<file path="src/rtl/alu_mc.sv">
// Execution-stage ALU: single-cycle add/sub, iterative mul/div/rem, and a
// result-history buffer that feeds operand forwarding.
module alu_mc #(
  parameter int unsigned W         = 32,
  parameter int unsigned FWD_DEPTH = 2,
  parameter int unsigned SW        = $clog2(FWD_DEPTH + 1)
) (
  input  logic          clk,
  input  logic          rst_n,
  input  logic          in_valid,
  output logic          in_ready,
  input  logic [W-1:0]  rs1,
  input  logic [W-1:0]  rs2,
  input  logic [SW-1:0] fwd_sel1,
  input  logic [SW-1:0] fwd_sel2,
  input  logic [6:0]    oper,
  output logic [W-1:0]  res_ALU,
  output logic          res_valid,
  output logic          flag_Z,
  output logic          flag_N,
  output logic          flag_DZ
);

  localparam int unsigned CW = $clog2(W + 1);

  typedef enum logic {IDLE, CALC} state_t;
  typedef enum logic [1:0] {K_MUL, K_DIV, K_REM} kind_t;

  state_t         state, state_d;
  kind_t          kind, kind_d;
  logic [CW-1:0]  cnt, cnt_d;
  logic [W-1:0]   acc, acc_d;   // product accumulator / partial remainder
  logic [W-1:0]   mb, mb_d;     // multiplier / dividend-then-quotient
  logic [W-1:0]   md, md_d;     // shifting multiplicand / divisor
  logic           dz, dz_d;
  logic           done;
  logic [W-1:0]   result;
  logic           res_dz;
  logic [W-1:0]   hist [FWD_DEPTH];
  logic [W-1:0]   op1, op2;
  logic [W-1:0]   mul_acc, rem_n, q_n;
  logic [W:0]     r_sh, diff;
  logic           qbit;

  assign in_ready = (state == IDLE);

  // Operand forwarding: select k picks the k-th most recent result
  always_comb begin
    op1 = rs1;
    op2 = rs2;
    for (int k = 1; k <= int'(FWD_DEPTH); k++) begin
      if (fwd_sel1 == SW'(k)) op1 = hist[k-1];
      if (fwd_sel2 == SW'(k)) op2 = hist[k-1];
    end
  end

  // One shift-add / restoring-divide step
  always_comb begin
    mul_acc = mb[0] ? acc + md : acc;
    r_sh    = {acc, mb[W-1]};
    diff    = r_sh - {1'b0, md};
    qbit    = ~diff[W];
    rem_n   = qbit ? diff[W-1:0] : r_sh[W-1:0];
    q_n     = {mb[W-2:0], qbit};
  end

  always_comb begin
    state_d = state;
    kind_d  = kind;
    cnt_d   = cnt;
    acc_d   = acc;
    mb_d    = mb;
    md_d    = md;
    dz_d    = dz;
    done    = 1'b0;
    result  = '0;
    res_dz  = 1'b0;
    case (state)
      IDLE: begin
        if (in_valid) begin
          case (oper)
            7'h01: begin done = 1'b1; result = op1 + op2; end
            7'h02: begin done = 1'b1; result = op1 - op2; end
            7'h03: begin
              state_d = CALC; kind_d = K_MUL; cnt_d = CW'(W);
              acc_d = '0; md_d = op1; mb_d = op2; dz_d = 1'b0;
            end
            7'h04, 7'h05: begin
              state_d = CALC; kind_d = (oper == 7'h04) ? K_DIV : K_REM;
              cnt_d = CW'(W);
              acc_d = '0; mb_d = op1; md_d = op2; dz_d = (op2 == '0);
            end
            default: begin done = 1'b1; result = '0; end
          endcase
        end
      end
      CALC: begin
        cnt_d = cnt - CW'(1);
        if (kind == K_MUL) begin
          acc_d = mul_acc;
          md_d  = {md[W-2:0], 1'b0};
          mb_d  = {1'b0, mb[W-1:1]};
        end else begin
          acc_d = rem_n;
          mb_d  = q_n;
        end
        if (cnt == CW'(1)) begin
          state_d = IDLE;
          done    = 1'b1;
          res_dz  = dz;
          case (kind)
            K_MUL:   result = mul_acc;
            K_DIV:   result = q_n;
            default: result = rem_n;
          endcase
        end
      end
      default: state_d = IDLE;
    endcase
  end

  always_ff @(posedge clk or negedge rst_n) begin
    if (!rst_n) begin
      state     <= IDLE;
      kind      <= K_MUL;
      cnt       <= '0;
      acc       <= '0;
      mb        <= '0;
      md        <= '0;
      dz        <= 1'b0;
      res_ALU   <= '0;
      res_valid <= 1'b0;
      flag_Z    <= 1'b0;
      flag_N    <= 1'b0;
      flag_DZ   <= 1'b0;
      for (int k = 0; k < int'(FWD_DEPTH); k++) hist[k] <= '0;
    end else begin
      state     <= state_d;
      kind      <= kind_d;
      cnt       <= cnt_d;
      acc       <= acc_d;
      mb        <= mb_d;
      md        <= md_d;
      dz        <= dz_d;
      res_valid <= done;
      if (done) begin
        res_ALU <= result;
        flag_Z  <= (result == '0);
        flag_N  <= result[W-1];
        flag_DZ <= res_dz;
        hist[0] <= result;
        for (int k = 1; k < int'(FWD_DEPTH); k++) hist[k] <= hist[k-1];
      end
    end
  end

endmodule

</file>
<file path="config.mk">
export PLATFORM = sky130hd
export DESIGN_NAME = alu_mc
export DESIGN_NICKNAME = d
export VERILOG_FILES = /design/src/rtl/alu_mc.sv
export SDC_FILE = /design/constraint.sdc
export NUM_CORES = 1
export LEC_CHECK = 0
export CELL_PAD_IN_SITES_DETAIL_PLACEMENT = 1
export CELL_PAD_IN_SITES_GLOBAL_PLACEMENT = 2
export CORE_ASPECT_RATIO = 0.75
export CORE_MARGIN = 2
export CORE_UTILIZATION = 36
export DETAILED_ROUTE_END_ITERATION = 8
export GPL_ROUTABILITY_DRIVEN = 0
export GPL_TIMING_DRIVEN = 0
export PLACE_DENSITY = 0.89
export SETUP_SLACK_MARGIN = 0.15
export SYNTH_ARGS = -nofsm -noshare
export SYNTH_HDL_FRONTEND = slang
export SYNTH_SLANG_ARGS = --single-unit
</file>
<file path="constraint.sdc">
create_clock -name clk -period 5.4 [get_ports clk]
set_input_delay 0.81 -clock clk [delete_from_list [all_inputs] [get_ports clk]]
set_output_delay 0.81 -clock clk [all_outputs]
set_load 0.02 [all_outputs]
</file>
# Word-level counts from Yosys, hierarchy flattened
# Cells that the tools add are included.
[op_classes] add_sub_neg=5 n_eq_ne=15 mux=39 bitwise_logic=2 n_reduce_logical=10
[ops] op="case mux 32 bit (2 select lines)" n=8
[ops] op="2-to-1 mux 32 bit" n=15
[ops] op="adder 32 bit" n=2
[ops] op="logical NOT 32 bit" n=2
[ops] op="subtractor 33 x 32 -> 33 bit" n=1
[ops] op="subtractor 32 bit" n=1
[ops] op="equality test 7 x 2 -> 1 bit (second input constant)" n=2
[ops] op="equality test 7 x 3 -> 1 bit (second input constant)" n=2
[ops] op="2-to-1 mux 6 bit" n=2
[ops] op="case mux 6 bit (2 select lines)" n=1
[ops] op="2-to-1 mux 1 bit" n=8
[ops] op="equality test 7 x 1 -> 1 bit (second input constant)" n=1
[ops] op="equality test 2 x 1 -> 1 bit (second input constant)" n=3
[ops] op="equality test 6 x 1 -> 1 bit (second input constant)" n=1
[ops] op="case mux 1 bit (2 select lines)" n=3
[ops] op="AND reduction 3 bit" n=2
[ops] op="subtractor 6 x 1 -> 6 bit (second input constant)" n=1
[ops] op="equality test 2 bit (second input constant)" n=2
[ops] op="!= test 2 bit (second input constant)" n=2
[ops] op="case mux 2 bit (2 select lines)" n=1
[ops] op="AND reduction 2 bit" n=2
[ops] op="!= test 3 x 1 -> 1 bit (second input constant)" n=1
[ops] op="OR reduction 3 bit" n=1
[ops] op="logical NOT 2 bit" n=1
[ops] op="5 further kinds" n=6
[word_totals] reg_bits=174 out_inout_bits=37 word_cells=84

# Logic depth before layout (Yosys ltp)
# Gate-level depths: netlist of the first run.
[logic_depth] depth_word=8 mapped_depth=26

# Worst setup path after synthesis of the first run
# No wires, ideal clock.
[synth_path] path_kind="input to register" startpoint="input port fwd_sel2[0]" endpoint="register flag_Z" arrival_time_ns=5.391 required_ns=5.305 slack_ns=-0.086 stages=24 path_buffers=3 path_cell_list="clkbuf_1 -> buf_4 -> mux2_2 -> o21ai_0 -> nor2b_1 -> nand3_1 -> nor2_1 -> and2_1 -> a31oi_1 -> xor2_1 -> ha_1 -> clkbuf_1 -> and3_1 -> a22oi_1 -> nor4bb_1 -> o31ai_1 -> a31oi_1 -> a21oi_1 -> a31o_2 -> xnor2_1 -> o21ai_0 -> nor4b_2 -> nand4_1 -> o31ai_1"
[synth_between] elab_chain_cells=8
[synth_lines] item="start, declared" line_no="15" rtl="input logic [SW-1:0] fwd_sel2,"
[synth_lines] item="equality test 2 x 1 -> 1 bit" line_no="53" rtl="if (fwd_sel2 == SW'(k)) op2 = hist[k-1];"
[synth_lines] item="2-to-1 mux 32 bit" line_no="53"
[synth_lines] item="2-to-1 mux 32 bit (*)" line_no="53"
[synth_lines] item="subtractor 32 bit or adder 32 bit (tied branches)" line_no="83, 82"
[synth_lines] item="case mux 32 bit (2 select lines) (*)" line_no="81" rtl="case (oper)"
[synth_lines] item="2-to-1 mux 32 bit (*)" line_no="80" rtl="if (in_valid) begin"
[synth_lines] item="case mux 32 bit (2 select lines) (*)" line_no="78" rtl="case (state)"
[synth_lines] item="logical NOT 32 bit (*)" line_no="148" rtl="flag_Z <= (result == '0);"
[synth_lines] item="end signal, assigned" line_no="148"
[synth_lines] item="end, declared" line_no="19" rtl="output logic flag_Z,"
# Mark *: on every way between the ends. The rest lies on a longest branch, timed or not.
# A chain may end at the register's enable or synchronous reset.

# Worst setup path after layout of the first run
# Ends and elaborated chain as after synthesis.

==> results of run 1 <==
-- layer usage --
| metal | up-vias | track usage, % | routed length (um) |
|---|---|---|---|
| met5 | - | 0 | 0 |
| met4 | 0 | 7.20 | 1420 |
| met3 | 98 | 8.79 | 8800 |
| met2 | 953 | 46.4 | 36300 |
| met1 | 10400 | 45.8 | 38200 |
| li1 | 9119 | - | - |
-- critical path: cells and delay by family --
family	cells	cell delay, ns
xor gates and xnor gates	1	0.29
and+or+nand+nor	6	1.45
adders and majority gates	1	0.22
muxes	2	0.48
buffers and inverters	3	0.46
AOI/OAI and AO/OA	8	1.96
-- synth_stat cells (8+ instances only) --
| master | count | area share [%] |
|---|---|---|
| a21o_1 | 24 | 1.0 |
| a32o_1 | 11 | 0.61 |
| a211oi_1 | 52 | 2.2 |
| nor2b_1 | 46 | 1.6 |
| a31oi_1 | 15 | 0.52 |
| o21a_1 | 18 | 0.75 |
| inv_1 | 70 | 1.5 |
| a21oi_1 | 242 | 6.7 |
| o211ai_1 | 30 | 1.3 |
| buf_1 | 17 | 0.36 |
| ha_1 | 97 | 6.8 |
| nand4_1 | 20 | 0.70 |
| nor2_1 | 207 | 4.3 |
| nand2_1 | 435 | 9.1 |
| o221ai_1 | 9 | 0.44 |
| nor3_1 | 18 | 0.50 |
| clkbuf_1 | 110 | 2.3 |
| o21ai_0 | 256 | 7.1 |
| buf_2 | 11 | 0.31 |
| dfrtp_1 | 173 | 24 |
| mux2_2 | 39 | 2.4 |
| nand3_1 | 56 | 1.6 |
| nand2b_1 | 11 | 0.38 |
| o22ai_1 | 9 | 0.31 |
| a211o_1 | 10 | 0.49 |
| o21bai_1 | 11 | 0.46 |
| a221oi_1 | 8 | 0.39 |
| a22o_1 | 9 | 0.44 |
| mux2i_1 | 106 | 5.9 |
| buf_4 | 37 | 1.5 |
| xnor2_1 | 63 | 3.1 |
| and2_1 | 15 | 0.52 |
| and3_1 | 15 | 0.52 |
| o31ai_1 | 8 | 0.33 |
| xor2_1 | 50 | 2.4 |
-- state kept, by name (all words and copies together) (netlist names) --
name,flops
hist,63
acc,32
mb,32
md,32
cnt,6
kind,2
dz,1
flag_DZ,1
flag_N,1
flag_Z,1
res_valid,1
state,1
-- layout by cell type, fill, tap and decap left out, types with 50 or more instances in the layout --
cell type          n
mux2i_1          102
inv_1             68
o21ai_0          237
ha_1              85
clkdlybuf4s50_1   96
xnor2_1           60
buf_4            102
dfrtp_1          173
a21oi_1          228
a211oi_1          50
nand2_1          433
nor2_1           205
clkbuf_1          97
nand3_1           53
-- metrics by stage --
step / utilization (%) / setup WS [ns]
floorplan: - / 0.155
global placement: 40.6 / -4.39
detailed placement: 40.7 / -2.34
CTS: 43.9 / 0.150
global route: 45.2 / -0.0205
finish: 45.2 / 0.0958
-- cells by family (layout without fill, tap and decap cells) --
kind of cell	count (synthesis)	after routing
compound gates	791	791
xor+xnor	114	114
fa+ha+maj	100	100
buf+inv	251	462
flops	173	173
mux	147	147
simple gates	866	866
-- power groups by stage --
stage / sequential [uW] / clock [uW] / combinational [uW]
CTS: 2500 / 1470 / 10200
global placement: 2500 / 0 / 9400
floorplan: 2270 / 0 / 6700
finish: 2530 / 1480 / 10900
global route: 2590 / 1510 / 11600
detailed placement: 2520 / 0 / 9700
-- what timing repair did --
action,CTS,global route
cloned,1,1
setup endpoints to repair,27,3
hold buffers,0,0
buffers inserted,43,25
resized for setup,165,110
pin swaps,37,50
-- area by class of cell --
class,count,area (sq um),area share (%)
plain buffers,178,1050,4.73
clock buffers,19,443,2.00
clock inverters,10,188,0.849
inverters,72,270,1.22
multi-input cells,2018,13300,60.2
flip-flops and latches,173,4330,19.6
well taps,648,811,3.67
repair buffers,183,1720,7.79
-- worst max-delay path by stage --
| stage | startpoint | to | slack [ns] | cells after the start |
|---|---|---|---|---|
| 2_1_floorplan | fwd_sel2[0] | flag_Z | 0.16 | 24 |
| 3_3_place_gp | rst_n | md[3] | -4.39 | 1 |
| 3_5_place_dp | fwd_sel1[0] | flag_Z | -2.34 | 19 |
| 4_1_cts | rs2[6] | flag_Z | 0.15 | 24 |
| 5_1_grt | rs2[9] | flag_Z | -0.02 | 26 |
| 6_report | fwd_sel2[0] | flag_Z | 0.1 | 21 |
==> impl_metrics.json, run 1 <==
{
  "power.switching_uw": 8200,
  "slew_viol_final": 0,
  "ant_nets": 0,
  "worstSkewPairLatency_ns": 0.48,
  "crit_chain": "buf_6 -> buf_4 -> mux2i_1 -> mux2_4 -> and2_4 -> and4b_2 -> buf_4 -> a21oi_1 -> xor2_1 -> ha_4 -> nand4_1 -> a211o_4 -> a21boi_2 -> o21ai_0 -> a21boi_1 -> o211ai_1 -> nor4b_4 -> o2111ai_4 -> nor4b_2 -> nand4_1 -> o31ai_1",
  "num_antenna_cells": 0,
  "cts_sinks": 173,
  "die_area_sq_um": 51700,
  "grt_pass1_wl_um": 124000,
  "crit_type": "in -> reg",
  "ys.warnings.count": 0,
  "vias": 20600,
  "intPower_uw": 6670,
  "r2r_setup_slack_ns": 0.16,
  "power_frac_clock_pct": 10.0,
  "maxCapViolCount": 0,
  "wire_per_inst_um": 25.7,
  "via_per_inst": 6.23,
  "finClkSkew_ns": 0.0166,
  "ios": 115,
  "reg2reg_to": "flag_Z",
  "grt_max_degree": 109,
  "synth_enable_flop_cells": 0,
  "start_util_pct": 36.7,
  "netlist-cell-type-count": 87,
  "fin_crit_ns": 5.30,
  "rsz0062_at_grt": "true",
  "finalHoldViolations": 0,
  "cp.required_ns": 5.78,
  "p_leak_uw": 0.00954,
  "worst_path_max_delay_cell": "a211o_4",
  "cts_made_buffers": 17,
  "drtIter0Drc": 2047,
  "syn_inst": 2442,
  "synth_compound_area_share_pct": 27.2,
  "cts.clk_slew.worst_paths_ns": 0.08,
  "syn_avg_cell_area_sq_um": 7.35,
  "design_area_sq_um": 22100,
  "setup_viol": 0,
  "fin_tns_setup_ns": 0,
  "dpl.cell_count": 3203,
  "power-per-cell-area_nw_per_um2": 672,
  "h-tree-depth": 4,
  "layout-drive-gt1-share_pct": 13.5,
  "die_h_um": 197,
  "grt_overflow_total": 0,
  "post-route-period-util_pct": 98.2,
  "r2r-start": "mb[31]",
  "dr.pass1.iters": 6,
  "fin_cells": 3301,
  "clk_path_buf_depth": 2,
  "worstHoldPathType": "in -> async",
  "post-dp-hpwl_um": 65900,
  "pwr-share-seq_pct": 17.0,
  "total_power_uw": 14900,
  "routed_wl_um": 84800,
  "start_kind": "input pin",
  "cp-end-kind": "flop",
  "hold_ws_ns": 0.268,
  "areaGrowthSynthToFinish_pct": 23.2,
  "swShare_pct": 55.1,
  "grt_pass1_vias": 20000,
  "synthMuxAreaShare_pct": 8.53,
  "syn_area_sq_um": 17900,
  "synth_xor_area_share_pct": 5.67,
  "io_buffers": 111,
  "r2r_cells": 17,
  "synth_flop_cell": "dfrtp_1",
  "rows": 70,
  "worstPathMaxFanout": 6,
  "fillers": 6028,
  "antenna_found_initial": 2,
  "final_net_count": 2821,
  "vdd_drop_max_mv": 0.299,
  "cts_tree": "built",
  "status": "completed",
  "synthAdderAreaFrac_pct": 7.10,
  "die_width_um": 262,
  "p_comb_share_pct": 73.0,
  "grtUsageTotal_pct": 31.7,
  "max_freq_mhz": 189,
  "synthSimpleGateAreaFrac_pct": 21.2,
  "seq_area_frac_synth_pct": 24.1,
  "synth_fp_nets": 2620,
  "place_area_sq_um": 19900,
  "core_area_sq_um": 49000,
  "cp_slowest_stage_delay_ns": 0.43,
  "clk_root_buffer_cell": "clkbuf_16",
  "synth_top_family_by_area": "compound AO/OA/AOI/OAI gates",
  "synth_seq_cells": 173,
  "crit_arrival_ns": 5.68,
  "worst_pin_slew_ns": 1.18,
  "drc": 0,
  "async_flop_share_pct": 100,
  "slew_headroom_pct": 21.4
}
Note: power is estimated with default switching activity, not from simulation.
==> run 2, diff against run 1 <==
ABC_AREA = 1   (was unset)
CORE_UTILIZATION = 33   (was 36)
GPL_TIMING_DRIVEN = 1   (was 0)
PLACE_DENSITY = 0.88   (was 0.89)
==> impl_metrics.json, run 2 <==
{
  "fin_tns_setup_ns": 0,
  "synth_enable_flop_cells": 0,
  "slew_headroom_pct": 42.1,
  "setup_viol": 0,
  "cp_slowest_stage_delay_ns": 0.51,
  "start_kind": "input pin",
  "netlist-cell-type-count": 58,
  "worst_pin_slew_ns": 0.869,
  "dr.pass1.iters": 5,
  "cp.required_ns": 5.81,
  "finalHoldViolations": 0,
  "cts_made_buffers": 17,
  "worstPathMaxFanout": 34,
  "dp_slack_ns": -0.237,
  "seq_area_frac_synth_pct": 23.0,
  "final_common_cell": "nand2_1",
  "max_freq_mhz": 197,
  "total_power_uw": 12900,
  "start_util_pct": 33.5,
  "slew_viol_final": 0,
  "synth_seq_cells": 173,
  "p_leak_uw": 0.0109,
  "synthTopCellsByCount": "nand2_1 (981), inv_1 (405), nor2_1 (295)",
  "cp_common_cell": "nand2_1",
  "status": "completed",
  "grtUsageMet1_pct": 42.1,
  "wire_per_inst_um": 21.4,
  "crit_arrival_ns": 5.50,
  "die_h_um": 211,
  "r2r_cells": 31,
  "worstSkewPairLatency_ns": 0.48,
  "finClkSkew_ns": 0.0166,
  "use_met3_pct": 5.24,
  "syn_area_sq_um": 18800,
  "cts_tree": "built",
  "die_width_um": 280,
  "grtUsageTotal_pct": 28.5,
  "grt_overflow_total": 0,
  "h-tree-depth": 4,
  "rows": 75,
  "via_per_inst": 5.54,
  "ios": 115,
  "power-per-cell-area_nw_per_um2": 591,
  "grt_pass1_vias": 22000,
  "final_net_count": 3411,
  "io_buffers": 114,
  "grt_busiest_layer": "met2",
  "synth.top_cell.area_share_pct": 23.0,
  "crit_type": "in -> reg",
  "ys.warnings.count": 0,
  "syn_inst": 3130,
  "vias": 22000,
  "layout_setup_ws_ns": 0.313,
  "final_cell_mix": "nand2_1 (974), inv_1 (404), nor2_1 (279)",
  "worst_path_max_delay_cell": "clkdlybuf4s50_1",
  "yosysMostFrequentCell": "nand2_1",
  "core_area_sq_um": 56200,
  "grt_pass1_wl_um": 130000,
  "maxCapViolCount": 0,
  "synth_top_cell_by_area": "dfrtp_1",
  "areaGrowthSynthToFinish_pct": 15.9,
  "antenna_found_initial": 1,
  "fin_crit_ns": 5.09,
  "drc": 0,
  "synth_flop_cell": "dfrtp_1",
  "drtIter0Drc": 2190,
  "largest_reg_flops": 63,
  "met2_usage_pct": 42.4,
  "cp-end-kind": "flop",
  "syn_avg_cell_area_sq_um": 6.02,
  "async_flop_share_pct": 100,
  "synth_fp_nets": 3308,
  "routed_wl_um": 85000,
  "vdd_drop_max_mv": 0.319,
  "grt_max_degree": 96,
  "top_register": "hist",
  "clk_path_buf_depth": 2,
  "cts_sinks": 173,
  "layout-drive-gt1-share_pct": 7.58,
  "worstHoldPathType": "in -> async",
  "die_area_sq_um": 59000,
  "rsz0062_at_grt": "false",
  "post-dp-hpwl_um": 69000,
  "post-route-period-util_pct": 94.2,
  "clk_root_buffer_cell": "clkbuf_16",
  "synth.area.top_cells": "dfrtp_1 (23%), nand2_1 (20%), inv_1 (8.1%)",
  "cts.clk_slew.worst_paths_ns": 0.07,
  "ant_nets": 0
}
-- run 2: worst paths after layout --
check / to / startpoint / slack, ns
hold / removal: hist[0] / rst_n / 0.35
setup reg to reg: flag_Z / hist[32] / 0.84
setup / recovery: flag_Z / fwd_sel2[0] / 0.31
max in group asynchronous: mb[24] / rst_n / 3.98
min in group clk: cnt[3] / cnt[3] / 0.50
hold reg to reg: cnt[3] / cnt[3] / 0.50
-- run 2: logic make-up after synthesis --
kind of cell	synth area share, %
muxes	0.0532
AOI/OAI and AO/OA	21.1
adders and majority gates	6.76
and+or+nand+nor	33.8
DFF	23.0
buffers and inverters	12.5
xor gates and xnor gates	2.84
-- run 2: worst max-delay path, delay by kind of cell --
family	cells	cell delay [ns]
and+or+nand+nor	19	2.61
adders and majority gates	1	0.42
AOI/OAI and AO/OA	2	0.21
xor gates and xnor gates	1	0.08
buffers and inverters	6	1.30
-- run 2: stage by stage --
stage / hold slack (ns) / area [sq um] / utilization [%] / cells
6_report: 0.346 / 21800 / 38.8 / 3977
4_1_cts: 0.400 / 21700 / 38.5 / 3970
3_5_place_dp: 0.486 / 21100 / 37.5 / 3939
5_1_grt: 0.407 / 21800 / 38.8 / 3976
3_3_place_gp: 0.466 / 21100 / 37.5 / 3939
2_1_floorplan: 0.447 / 18800 / - / 3130
-- run 2: power breakdown --
part / total, uW / switching, uW / internal (uW)
clock network: 1380 / 647 / 732
registers: 2320 / 556 / 1760
logic: 9200 / 6340 / 2860
-- run 2: final cells by class --
type,count,area [sq um]
fillers,7458,34400
multi-input cells,2391,12300
repair buffers,237,2120
inverters,413,1550
diodes,1,2.50
well taps,731,915
flip-flops and latches,173,4330
clock inverters,12,163
clock buffers,19,433
-- run 2: metal layers --
layer	part of all wire (%)	up-vias
met5	0	-
met4	2.3	0
met3	7.5	99
met2	42	642
met1	48	10900
li1	-	10400
-- run 2: repair_timing --
item                                    in CTS  in global routing
setup buffers                                0                  6
gates resized for setup                      0                 37
endpoints found under the setup margin       0                  4
hold buffers                                 0                  0
